File: src/rtl/barra_ctrl.sv
// Multi-channel paddle-position controller: per-channel manual/auto command decode,
// direction FSM with speed ramp, and saturating moves at the playfield limits.
module barra_ctrl #(
  parameter int N         = 2,
  parameter int W         = 10,
  parameter int MIN       = 30,
  parameter int MAX       = 329,
  parameter int CENTER    = 180,
  parameter int DELTA_MIN = 1,
  parameter int DELTA_MAX = 4,
  parameter int RAMP      = 4,
  parameter int DEAD      = 2
) (
  input  logic           clk,
  input  logic           reset,
  input  logic           tick,
  input  logic           recenter,
  input  logic [N-1:0]   up,
  input  logic [N-1:0]   down,
  input  logic [N-1:0]   auto,
  input  logic [W-1:0]   ball_y,
  output logic [N*W-1:0] y,
  output logic [N-1:0]   moving,
  output logic [N-1:0]   at_limit
);

  localparam int CW = (RAMP > 1) ? $clog2(RAMP) : 1;

  typedef enum logic [1:0] {IDLE, MOVE_UP, MOVE_DOWN} state_t;
  typedef enum logic [1:0] {CMD_NONE, CMD_UP, CMD_DOWN} cmd_t;

  state_t         state [N];
  state_t         state_next [N];
  cmd_t           cmd [N];
  logic [W-1:0]   pos [N];
  logic [W-1:0]   pos_next [N];
  logic [W-1:0]   spd [N];
  logic [W-1:0]   spd_next [N];
  logic [W-1:0]   step [N];
  logic [CW-1:0]  cnt [N];
  logic [CW-1:0]  cnt_next [N];
  logic [N-1:0]   moving_next;
  logic [W:0]     ball_ext;

  function automatic logic [W-1:0] sat_up(input logic [W-1:0] p, input logic [W-1:0] s);
    logic [W:0] sum;
    sum = {1'b0, p} + {1'b0, s};
    return (sum > (W+1)'(MAX)) ? W'(MAX) : sum[W-1:0];
  endfunction

  function automatic logic [W-1:0] sat_down(input logic [W-1:0] p, input logic [W-1:0] s);
    logic [W:0] lim;
    lim = (W+1)'(MIN) + {1'b0, s};
    return ({1'b0, p} < lim) ? W'(MIN) : p - s;
  endfunction

  assign ball_ext = {1'b0, ball_y};

  always_comb begin
    moving_next = moving;
    for (int i = 0; i < N; i++) begin
      pos_next[i]   = pos[i];
      state_next[i] = state[i];
      spd_next[i]   = spd[i];
      cnt_next[i]   = cnt[i];
      cmd[i]        = CMD_NONE;
      step[i]       = W'(DELTA_MIN);

      if (auto[i]) begin
        if (ball_ext > {1'b0, pos[i]} + (W+1)'(DEAD))
          cmd[i] = CMD_UP;
        else if (ball_ext + (W+1)'(DEAD) < {1'b0, pos[i]})
          cmd[i] = CMD_DOWN;
      end else if (up[i] && !down[i]) begin
        cmd[i] = CMD_UP;
      end else if (down[i] && !up[i]) begin
        cmd[i] = CMD_DOWN;
      end

      // Continuing in the same direction uses the ramped speed; anything else restarts slow.
      if ((cmd[i] == CMD_UP && state[i] == MOVE_UP) ||
          (cmd[i] == CMD_DOWN && state[i] == MOVE_DOWN))
        step[i] = spd[i];

      if (recenter) begin
        pos_next[i]    = W'(CENTER);
        state_next[i]  = IDLE;
        spd_next[i]    = W'(DELTA_MIN);
        cnt_next[i]    = '0;
        moving_next[i] = 1'b0;
      end else if (tick) begin
        if (cmd[i] == CMD_NONE ||
            (cmd[i] == CMD_UP && pos[i] == W'(MAX)) ||
            (cmd[i] == CMD_DOWN && pos[i] == W'(MIN))) begin
          state_next[i] = IDLE;
          spd_next[i]   = W'(DELTA_MIN);
          cnt_next[i]   = '0;
        end else begin
          pos_next[i] = (cmd[i] == CMD_UP) ? sat_up(pos[i], step[i])
                                           : sat_down(pos[i], step[i]);
          if (step[i] == spd[i] && state[i] != IDLE &&
              ((cmd[i] == CMD_UP) == (state[i] == MOVE_UP))) begin
            if (RAMP == 1 || cnt[i] == CW'(RAMP - 1)) begin
              cnt_next[i] = '0;
              spd_next[i] = (spd[i] >= W'(DELTA_MAX)) ? W'(DELTA_MAX) : spd[i] + 1'b1;
            end else begin
              cnt_next[i] = cnt[i] + 1'b1;
            end
          end else begin
            state_next[i] = (cmd[i] == CMD_UP) ? MOVE_UP : MOVE_DOWN;
            spd_next[i]   = W'(DELTA_MIN);
            cnt_next[i]   = CW'(1);
          end
        end
        moving_next[i] = (pos_next[i] != pos[i]);
      end
    end
  end

  always_ff @(posedge clk or posedge reset) begin
    if (reset) begin
      moving <= '0;
      for (int i = 0; i < N; i++) begin
        pos[i]   <= W'(CENTER);
        state[i] <= IDLE;
        spd[i]   <= W'(DELTA_MIN);
        cnt[i]   <= '0;
      end
    end else begin
      moving <= moving_next;
      for (int i = 0; i < N; i++) begin
        pos[i]   <= pos_next[i];
        state[i] <= state_next[i];
        spd[i]   <= spd_next[i];
        cnt[i]   <= cnt_next[i];
      end
    end
  end

  always_comb begin
    y        = '0;
    at_limit = '0;
    for (int i = 0; i < N; i++) begin
      y[i*W +: W] = pos[i];
      at_limit[i] = (pos[i] == W'(MIN)) || (pos[i] == W'(MAX));
    end
  end

endmodule

File: config.mk
export PLATFORM = sky130hd
export DESIGN_NAME = barra_ctrl
export DESIGN_NICKNAME = d
export VERILOG_FILES = /design/src/rtl/barra_ctrl.sv
export SDC_FILE = /design/constraint.sdc
export NUM_CORES = 1
export LEC_CHECK = 0
export BUFFER_PORTS_ARGS = -buffer_cell sky130_fd_sc_hd__buf_2
export CORE_ASPECT_RATIO = 2
export CORE_MARGIN = 1
export CORE_UTILIZATION = 58
export DETAILED_ROUTE_END_ITERATION = 16
export GPL_ROUTABILITY_DRIVEN = 0
export PLACE_DENSITY = 0.77
export SYNTH_ARGS = -nofsm -noshare
export SYNTH_HDL_FRONTEND = slang
export SYNTH_SLANG_ARGS = --single-unit
File: constraint.sdc
create_clock -name clk -period 6.5 [get_ports clk]
set_input_delay 0.65 -clock clk [delete_from_list [all_inputs] [get_ports clk]]
set_output_delay 0.65 -clock clk [all_outputs]
set_load 0.05 [all_outputs]
# After elaboration in Yosys (flattened, before gate mapping)
# Index checks and enable logic that the tools add are counted.
# word_totals
wordCells,157
out_inout_bits,24
in_bits,20
register_bits,50
# classes
muxes,64
n_reduce_logical,37
order_cmp,10
n_eq_ne,24
n_addsub,13
# ops
cell,n
$mux 10,30
$mux 2,30
$add 10x2->11 const B,3
$add 10x10->11,2
$add 5x10->11 const A,2
$gt 10x11->1,2
$gt 11x9->1 const B,2
$lt 10x11->1,2
$lt 11x10->1,2
$add 10x1->10 const B,2
$eq 10x10->1,2
$eq 10x5->1 const B,2
$eq 10x9->1 const B,2
$ge 10x3->1 const B,2
$ne 10x10->1,2
$sub 10x10->10,2
$logic_and 1x1->1,16
$eq 2x2->1 const B,6
$eq 2x1->1 const B,4
$logic_or 1x1->1,8
$ne 4x3->1 const B,2
$reduce_and 2->1,4
$ne 3x3->1 const B,2
$reduce_bool 2->1,3
5 further kinds,14

# Longest topological paths before layout
# logic_depth
depth_word,19
depth_mapped,30
depth_no_buf,27

# Worst setup path after synthesis
# OpenSTA, ideal clock, no wires.
# synth_timing
path_kind,reg-to-reg
startpoint,reg pos (netlist bit y[1])
endpoint,reg moving[0]
arrival_ns,6.769
n_path_buf,3
stages_incl_launch_ff,30
path_slack_ns,-0.352
synth_period_minus_slack_ns,6.852
setup_time_ns,0.084
path_cell_list,dfrtp_1 -> buf_2 -> inv_2 -> nor4_4 -> nand4_1 -> xnor2_1 -> ha_1 -> a211o_1 -> a221o_1 -> a31oi_2 -> inv_2 -> ha_1 -> a31oi_1 -> nand2_1 -> clkbuf_1 -> nand2_1 -> ha_1 -> inv_1 -> fa_1 -> o21bai_1 -> nand3_1 -> a2111oi_1 -> nor3_2 -> o221ai_2 -> buf_2 -> nor3_1 -> a311o_1 -> and2_4 -> o311a_1 -> a41oi_2
# synth_between
elab_chain_len,18
elab_cells_between_ends,33
# synth_rtl
item,line,text
start: declaration,35,logic [W-1:0] pos [N];
start signal: indexed assignment,124,pos[i] <= W'(CENTER);
start signal: indexed assignment,132,pos[i] <= pos_next[i];
$add 10x2->11 / $lt 11x10->1 (equally long branches),"70, 72",
$gt 10x11->1 / $mux 2 (equally long branches),"70, 72",
$mux 2,70,"if (ball_ext > {1'b0, pos[i]} + (W+1)'(DEAD))"
$mux 2,69,if (auto[i]) begin
$eq 2x1->1 / $eq 2x2->1 (equally long branches),n/a,
"$logic_and 1x1->1, on equally long branches","81, 82",
$logic_or 1x1->1,81,if ((cmd[i] == CMD_UP && state[i] == MOVE_UP) ||
$mux 10,81,
(+2 left out),n/a,
"$mux 10, on equally long branches","54, 48",
$mux 10,99,"pos_next[i] = (cmd[i] == CMD_UP) ? sat_up(pos[i], step[i])"
$mux 10,92,if (cmd[i] == CMD_NONE ||
$mux 10,91,end else if (tick) begin
$mux 10,85,if (recenter) begin
$ne 10x10->1 (*),115,moving_next[i] = (pos_next[i] != pos[i]);
$mux 1 (*),91,
$mux 1 (*),85,
end signal: assignment,130,moving <= moving_next;
end: declaration,23,"output logic [N-1:0] moving,"
# Mark *: on every way between the ends. The rest lies on a longest branch, timed or not. The select of a mux whose other input is x is not followed.
# A chain may end at the register's enable or synchronous reset.

# Worst setup path after layout
# layout_timing
startpoint,reg pos (netlist bit y[2])
endpoint,reg moving[0]
# Same word-level chain as after synthesis.

==> flow_summary.ini <==
[routing]
drcViolationCount = 0
drtPass1Iterations = 5
vias = 8939
routed_wl_um = 29800
via_per_inst = 7.18
drt-initial-drc-count = 756
final_antenna_net_count = 0
wl_per_cell_um = 23.9

[timing]
post-route-period-util_pct = 100
slew_headroom_pct = 31.5
fmax_ghz = 0.154
worst_pin_slew_ns = 1.02
final-hold-violation-count = 0
setup_viol = 1
setup_slack_ns = -0.0128
fin_crit_ns = 6.51
holdWs_ns = 0.509
skew_ns = 0.0103
setup_tns_ns = -0.0128
drv_slew = 0

[floorplanning]
die-height_um = 165
start_util_pct = 59.5
ioPinCount = 44
rows = 59
die_area_um2 = 13800
core_um2 = 13000
die_w_um = 83.7

[critical_path]
timing.rr.end = moving[0]
r2r_cells = 29
required_ns = 6.67
startpoint = y[2]
critPathKind = reg -> reg
crit_path_end_kind = flop
slowest_stage = dfstp_4
cp_max_fo = 7
r2r_start = y[2]
arrival_ns = 6.68
cpPeakStageDelay_ns = 0.67
cpMostUsedCell = buf_4
r2r_setup_slack_ns = -0.01
worstSetupStartpointType = flop

[global_routing]
grt_pass1_vias = 8560
grt-ovfl-total = 0
grt_max_degree = 51
busiest_layer = met2
grt_use_total_pct = 41.0
met3_usage_pct = 7.60
grtUsageMet1_pct = 36.4
antenna_found_initial = 0
grt_pass1_wl_um = 43800
grt_use_met2_pct = 75.4

[clocking]
root_buffer = clkbuf_16
htreeDepth = 2
cts_num_sinks = 50
cts_buffer_depth = 2
cts_tree = yes
cts_buffers = 5
clock_latency_ns = 0.30
path_clk_slew_ns = 0.08

[place]
placement.io_buffers = 43
dp_slack_ns = -0.151
place_inst = 1204
dpl_cell_area_um2 = 8530
hpwlAfterDp_um = 21700

[finish]
fin_area_um2 = 9550
syn_to_final_growth_pct = 23.5
nNetsFinal = 1223
multi_input_area_um2 = 6690
nFillCells = 990
instances_no_fill = 1245
drive_gt1_share_pct = 27.4
final-seq-area_um2 = 1280
diodes = 0

[yosys]
ys.flop_type = dfrtp_1
syn_area_per_cell_um2 = 7.89
syn-cell-area_um2 = 7740
netlist_instances = 981
yosysUniqueCellTypes = 105
ys_ff_latch = 50
syn-num-nets = 1112
ys_seq_area_share_pct = 16.3
yosysWarnings = 0
synthArstFlopShare_pct = 100
synth-edff-count = 0

[pwr]
power_density_nw_per_um2 = 174
power.leakage_nw = 4.23
ir_drop_mv = 0.148

[worst_hold_path]
min_from = cnt[3]
holdPathStages = 2
holdPathEnd = cnt[3]
min_path_type = reg -> reg

[run_status]
outcome = complete, but fails checks
violations = negative setup slack

[run]
maxCapViolations = 0
-- sequential cells by signal (all words and copies together), names as in the netlist --
register	flops
cnt	4
moving	2
spd	20
state	4
y	20
-- critical path: cells and delay by family, from the launching register on --
kind,cells,cell delay (ns)
AOI/OAI and AO/OA,12,2.45
adders and majority gates,4,1.07
and+or+nand+nor,5,0.96
buffers and inverters,6,0.74
DFF,1,0.67
xor gates and xnor gates,2,0.46
-- per-stage QoR --
stage / util (%) / total power (W)
global route: 73.5 / 0.00174
global placement: 65.6 / 0.00119
finish: 73.5 / 0.00166
floorplan: - / 0.000933
detailed placement: 65.6 / 0.00120
CTS: 66.9 / 0.00149
-- placed cells by master (no fill, tap or decap), drive strengths merged, types with 7 or more instances in the layout --
cell type	synthesis	final
buf	15	138
ha	107	107
nand2	95	95
nor2	76	76
inv	67	68
a21oi	52	52
o21ai	49	49
dfrtp	40	40
nand3	36	36
xnor2	34	34
nor3	31	31
nand4	21	21
nor2b	21	21
a211oi	20	20
a31oi	18	18
and3	15	15
o21a	13	13
and2	13	13
xor2	12	12
nor4	11	11
o31ai	11	11
nand2b	10	10
a21o	10	10
o211ai	10	10
a211o	10	10
dfstp	10	10
or4	8	8
o2111ai	7	7
a221oi	7	7
-- Yosys cell counts, types with 8 or more instances --
library cell | number | area share [%]
a211oi_1 | 17 | 1.6
nand3_1 | 36 | 2.3
a21o_1 | 9 | 0.87
nand4_1 | 21 | 1.7
xnor2_1 | 34 | 3.8
nor2_1 | 74 | 3.6
ha_1 | 107 | 17
o31ai_1 | 9 | 0.87
nand2_1 | 95 | 4.6
o21ai_0 | 43 | 2.8
nor2b_1 | 21 | 1.7
buf_2 | 11 | 0.71
a211o_1 | 9 | 1.0
nand2b_1 | 10 | 0.81
xor2_1 | 12 | 1.4
dfrtp_1 | 40 | 13
and3_1 | 15 | 1.2
o211ai_1 | 9 | 0.87
o21a_1 | 13 | 1.3
inv_1 | 61 | 3.0
a31oi_1 | 17 | 1.4
and2_1 | 12 | 0.97
nor3_1 | 30 | 1.9
dfstp_2 | 10 | 3.4
a21oi_1 | 52 | 3.4
nor4_1 | 8 | 0.65
clkbuf_1 | 20 | 0.97
-- final cells by class --
cell class,instances,area share (%)
Inverter,71,2.87
Timing Repair Buffer,139,10.1
Clock inverter,3,0.301
Multi-Input combinational cell,825,70.0
Sequential cell,50,13.4
Tap cell,152,1.99
Clock buffer,5,1.31
-- worst max path at each step --
stage / endpoint / slack (ns)
2_1_floorplan: moving[0] / -0.03
3_3_place_gp: moving[1] / -0.22
3_5_place_dp: moving[1] / -0.15
4_1_cts: moving[1] / 0.02
5_1_grt: moving[0] / -0.31
6_report: moving[0] / -0.01
-- timing repair --
item,CTS,global route
pin swaps,0,51
setup endpoints to repair,2,7
resized for setup,3,123
hold buffers,0,0
setup buffers,0,33
-- per-layer routing --
layer,part of all wire [%],vias to the layer above
li1,-,3911
met1,31,4165
met2,50,579
met3,6.9,284
met4,12,0
met5,0,-
-- power by group --
| group | internal [W] | switching (W) |
|---|---|---|
| combinational | 0.000397 | 0.000621 |
| clock | 0.000148 | 0.000138 |
| sequential | 0.000335 | 0.0000237 |
-- cell families (layout without fill, tap and decap cells) --
group           count (synthesis)  count (layout)  share of synthesized area [%]
mux                             4               4                          0.518
simple gates                  367             367                           24.5
flops                          50              50                           16.3
buf+inv                       106             218                           5.51
compound gates                297             297                           29.6
xor+xnor                       46              46                           5.21
fa+ha+maj                     111             111                           18.3
Note: power is estimated with default switching activity, not from simulation.
